### src/rtl/mux16_1_scanner.sv
// Time-division 16:1 scanner: snapshots 16 channels and plays them out one per beat.
// Define MUX16_CONT_EN for continuous mode (re-capture and wrap with no gap cycle).
module mux16_1_scanner #(
  parameter int W     = 1,
  parameter int DWELL = 1
) (
  input  logic            clk,
  input  logic            rst,
  input  logic            e,
  input  logic            start,
  input  logic [16*W-1:0] d,
  output logic [W-1:0]    y,
  output logic [3:0]      s,
  output logic            valid,
  output logic            busy,
  output logic            done
);

  typedef enum logic [1:0] {
    IDLE,
    SCAN,
    PAUSE
  } state_t;

  localparam logic [3:0] DW_LAST = 4'(DWELL - 1);

  state_t          state_q, state_d;
  logic [3:0]      s_q, s_d;
  logic [3:0]      dwell_q, dwell_d;
  logic [16*W-1:0] shadow_q, shadow_d;
  logic [W-1:0]    y_q, y_d;
  logic            valid_q, valid_d;
  logic            busy_q, busy_d;
  logic            done_q, done_d;

  always_comb begin
    state_d  = state_q;
    s_d      = s_q;
    dwell_d  = dwell_q;
    shadow_d = shadow_q;
    valid_d  = 1'b0;
    busy_d   = busy_q;
    unique case (state_q)
      IDLE: begin
        busy_d  = 1'b0;
        s_d     = 4'd0;
        dwell_d = 4'd0;
        if (start && !e) begin
          shadow_d = d;
          state_d  = SCAN;
          valid_d  = 1'b1;
          busy_d   = 1'b1;
        end
      end
      SCAN: begin
        busy_d = 1'b1;
        if (e) begin
          state_d = PAUSE;
        end else if (dwell_q != DW_LAST) begin
          dwell_d = dwell_q + 4'd1;
          valid_d = 1'b1;
        end else begin
          dwell_d = 4'd0;
          s_d     = s_q + 4'd1;
          valid_d = 1'b1;
          if (s_q == 4'd15) begin
`ifdef MUX16_CONT_EN
            shadow_d = d;
`else
            state_d = IDLE;
            valid_d = 1'b0;
            busy_d  = 1'b0;
            s_d     = 4'd0;
`endif
          end
        end
      end
      PAUSE: begin
        busy_d = 1'b1;
        if (!e) begin
          state_d = SCAN;
          valid_d = 1'b1;
        end
      end
      default: begin
        state_d = IDLE;
        busy_d  = 1'b0;
      end
    endcase
    // Outputs are computed from the next beat so they can be registered.
    y_d    = valid_d ? shadow_d[int'(s_d)*W +: W] : '0;
    done_d = valid_d && (s_d == 4'd15) && (dwell_d == DW_LAST);
  end

  always_ff @(posedge clk) begin
    if (rst) begin
      state_q  <= IDLE;
      s_q      <= 4'd0;
      dwell_q  <= 4'd0;
      shadow_q <= '0;
      y_q      <= '0;
      valid_q  <= 1'b0;
      busy_q   <= 1'b0;
      done_q   <= 1'b0;
    end else begin
      state_q  <= state_d;
      s_q      <= s_d;
      dwell_q  <= dwell_d;
      shadow_q <= shadow_d;
      y_q      <= y_d;
      valid_q  <= valid_d;
      busy_q   <= busy_d;
      done_q   <= done_d;
    end
  end

  assign y     = y_q;
  assign s     = s_q;
  assign valid = valid_q;
  assign busy  = busy_q;
  assign done  = done_q;

endmodule

### config.mk
export PLATFORM = sky130hd
export DESIGN_NAME = mux16_1_scanner
export DESIGN_NICKNAME = d
export VERILOG_FILES = /design/src/rtl/mux16_1_scanner.sv
export SDC_FILE = /design/constraint.sdc
export NUM_CORES = 1
export LEC_CHECK = 0
export CAP_MARGIN = 20
export CORE_MARGIN = 2
export CORE_UTILIZATION = 45
export CTS_CLUSTER_SIZE = 40
export DETAILED_ROUTE_END_ITERATION = 7
export HOLD_SLACK_MARGIN = 0.08
export PLACE_DENSITY = 0.83
export SYNTH_ARGS = -nofsm -noshare
export SYNTH_HDL_FRONTEND = slang
export SYNTH_SLANG_ARGS = --single-unit
### constraint.sdc
create_clock -name clk -period 2.4 [get_ports clk]
set_input_delay 0.48 -clock clk [delete_from_list [all_inputs] [get_ports clk]]
set_output_delay 0.48 -clock clk [all_outputs]
set_load 0.02 [all_outputs]
==> results.py <==
metrics = {
    "synth": {
        "synth_warnings": 0,
        "synth.top_cell.area_share": 0.392,
        "netlist_instances": 166,
        "synth_flop_cell": "dfxtp_1",
        "synth_compound_area_frac": 0.143,
        "yosysUniqueCellTypes": 39,
        "synth_top_family_by_area": "simple AND/OR/NAND/NOR gates",
        "synth.cell_area_um2": 1530,
        "synth.avg_cell_area_um2": 9.24,
        "synth-seq-cells": 30,
        "synth_nets": 189,
        "yosys.area_share.adder": 0.0245,
        "yosys.area.top_type": "dfxtp_1",
        "seq_area_frac_synth": 0.392,
        "synth_xor_area_frac": 0.0114,
        "synthSimpleGateAreaFrac": 0.190,
        "synth_edf_count": 0,
        "async_flop_share": 0,
        "synthMuxAreaShare": 0.188,
        "synth_area_leaders": "dfxtp_1 (39%), mux2i_1 (16%), nor2_1 (7.8%)",
    },
    "cts": {
        "h-tree-depth": 2,
        "clock_latency_ns": 0.34,
        "numClockSinks": 30,
        "clkTransAtPathRegs_ns": 0.10,
        "cts-root-buf": "clkbuf_4",
        "clock_path_buffers": 2,
        "cts_inserted_buffers": 5,
        "hold_buffers": 0,
        "cts_setup_buffers": 0,
        "cts_tree": "yes",
    },
    "setup_path": {
        "cp-start-kind": "register",
        "crit_path_end_kind": "register",
        "crit_type": "register to register",
        "crit_buf_inv": 1,
        "cp_top_family": "compound AO/OA/AOI/OAI gates",
        "arrival_ns": 2.53,
        "slowest_delay_ns": 0.50,
        "crit_fanout": 4,
        "required_ns": 2.64,
        "cpMaxStageDelayCell": "or4b_4",
        "crit_chain": "inv_1, ha_1, or4b_4, a22o_1, a22oi_4, mux2_2, o221ai_2, a21oi_2",
    },
    "grt": {
        "antenna_found_initial": 0,
        "grt_use_total": 0.190,
        "met2_usage": 0.319,
        "grt_pass1_vias": 1332,
        "overflow": 0,
        "grt_first_pass_wirelength_mm": 5.86,
        "gr-usage-met3": 0.0613,
        "met1_usage": 0.217,
        "grt.busiest_layer": "met2",
        "grt_max_degree": 28,
    },
    "finish": {
        "diodes": 0,
        "final_core_util": 0.651,
        "layout.cells.most_common_list": "nor2_1 (32), dfxtp_1 (30), buf_4 (27)",
        "regArea_um2": 601,
        "areaGrowthSynthToFinish_pct": 40.5,
        "design_area_um2": 2150,
        "layout.nets": 242,
        "final_common_cell": "nor2_1",
        "multi_input_area_um2": 885,
        "layout-drive-gt1-share": 0.250,
        "fillers": 299,
    },
    "floorplanning": {
        "core_um2": 3310,
        "pin_count": 28,
        "num_rows": 21,
        "die_y_um": 62.4,
        "initial_utilization": 0.463,
        "dieArea_um2": 3890,
        "dieWidth_um": 62.4,
    },
    "timing": {
        "setup_viol": 0,
        "layout_min_cycle_time_ns": 2.30,
        "fin_crit_sh": 0.957,
        "relSlewSlack": 0.738,
        "fmax_mhz": 435,
        "skew_ns": 0.00755,
        "worst_pin_slew_ns": 0.383,
        "drv_slew": 0,
        "rsz0062_at_grt": "no",
        "tns_ns": 0,
        "hold_violations": 0,
    },
    "routing": {
        "drtIter0Drc": 41,
        "ant_nets": 0,
        "postRouteWirelength_mm": 3.51,
        "vias_per_cell": 5.14,
        "post-route-drc-count": 0,
        "dr.pass1.iters": 4,
        "wl_per_cell_um": 13.2,
        "vias": 1366,
    },
    "worst_hold_path": {
        "hold_path_class": "register to register",
    },
    "power_and_ir_drop": {
        "pwr_density_cell_nw_per_um2": 507,
        "total_power_uw": 1090,
        "irDropWorstVdd_mv": 0.304,
        "p_leak_uw": 0.000930,
    },
    "place": {
        "io_buffers": 27,
        "place_area_um2": 2030,
        "dp_hpwl_mm": 2.52,
        "globalplace.congestion": 0.824,
    },
    "job": {
        "drv_cap": 0,
    },
    "run_status": {
        "status": "finished, final reports clean",
    },
}
[area by class of cell]
class / count / area share
clock buffer: 8 / 0.0366
tap: 46 / 0.0267
multi-input combinational: 121 / 0.411
timing repair buffer: 57 / 0.240
sequential: 30 / 0.279
inverter: 4 / 0.00697
[kinds of logic (layout without fill, tap and decap cells)]
logic type	count (synthesis)	after routing
and+or+nand+nor	59	59
DFF	30	30
AOI/OAI and AO/OA	29	29
muxes	28	28
buffers and inverters	15	69
adders and majority gates	3	3
xor gates and xnor gates	2	2
[where the power goes]
group	leakage (uW)	switching [uW]	total (uW)	internal, uW
logic	0.000641	80.2	191	111
clock network	0.0000446	175	375	200
registers	0.000244	8.66	525	516
[worst min-delay path, stage by stage, from the launching register on]
cell and delay [ns]:
dfxtp_1 0.32, mux2i_1 0.07, nor2_1 0.08
[cell usage after synthesis, types with 3 or more instances]
library cell,number
buf_2,3
a22oi_1,3
ha_1,3
nor2_1,32
inv_1,4
a21oi_1,4
mux2i_1,24
nor2b_1,4
dfxtp_1,30
o21ai_0,8
clkbuf_1,3
nand2_1,9
mux2_2,3
nand3_1,5
[state kept, by name, summed over array words and instances, names as in the netlist]
signal / cells
state_q: 2
dwell_q: 4
shadow_q: 16
valid: 1
s: 4
busy: 1
y: 1
done: 1
[stage by stage]
step,setup slack [ns],cells,hold slack (ns)
finish,0.102,266,0.500
global route,0.00664,266,0.544
CTS,0.00158,265,0.509
detailed placement,-0.383,257,0.486
global placement,-0.333,257,0.472
floorplan,0.0428,166,0.455
[layer usage]
metal	wire (um)	vias up	part of all wire
li1	-	689	-
met1	1540	622	0.44
met2	1660	48	0.47
met3	232	7	0.066
met4	80	0	0.023
met5	0	-	0
[worst paths after layout]
path                                   from     endpoint  slack [ns]  cells after the start
worst max-delay path             dwell_q[0]            y        0.10                      8
worst max register to register   dwell_q[0]            y        0.10                      8
worst min register to register  shadow_q[6]  shadow_q[6]        0.50                      2
worst min-delay path            shadow_q[6]  shadow_q[6]        0.50                      2
[repair_timing]
action,in CTS,in global routing
cloned,0,1
resized for setup,2,10
endpoints found under the setup margin,1,1
No activity file was read; power rests on OpenSTA's default activity.
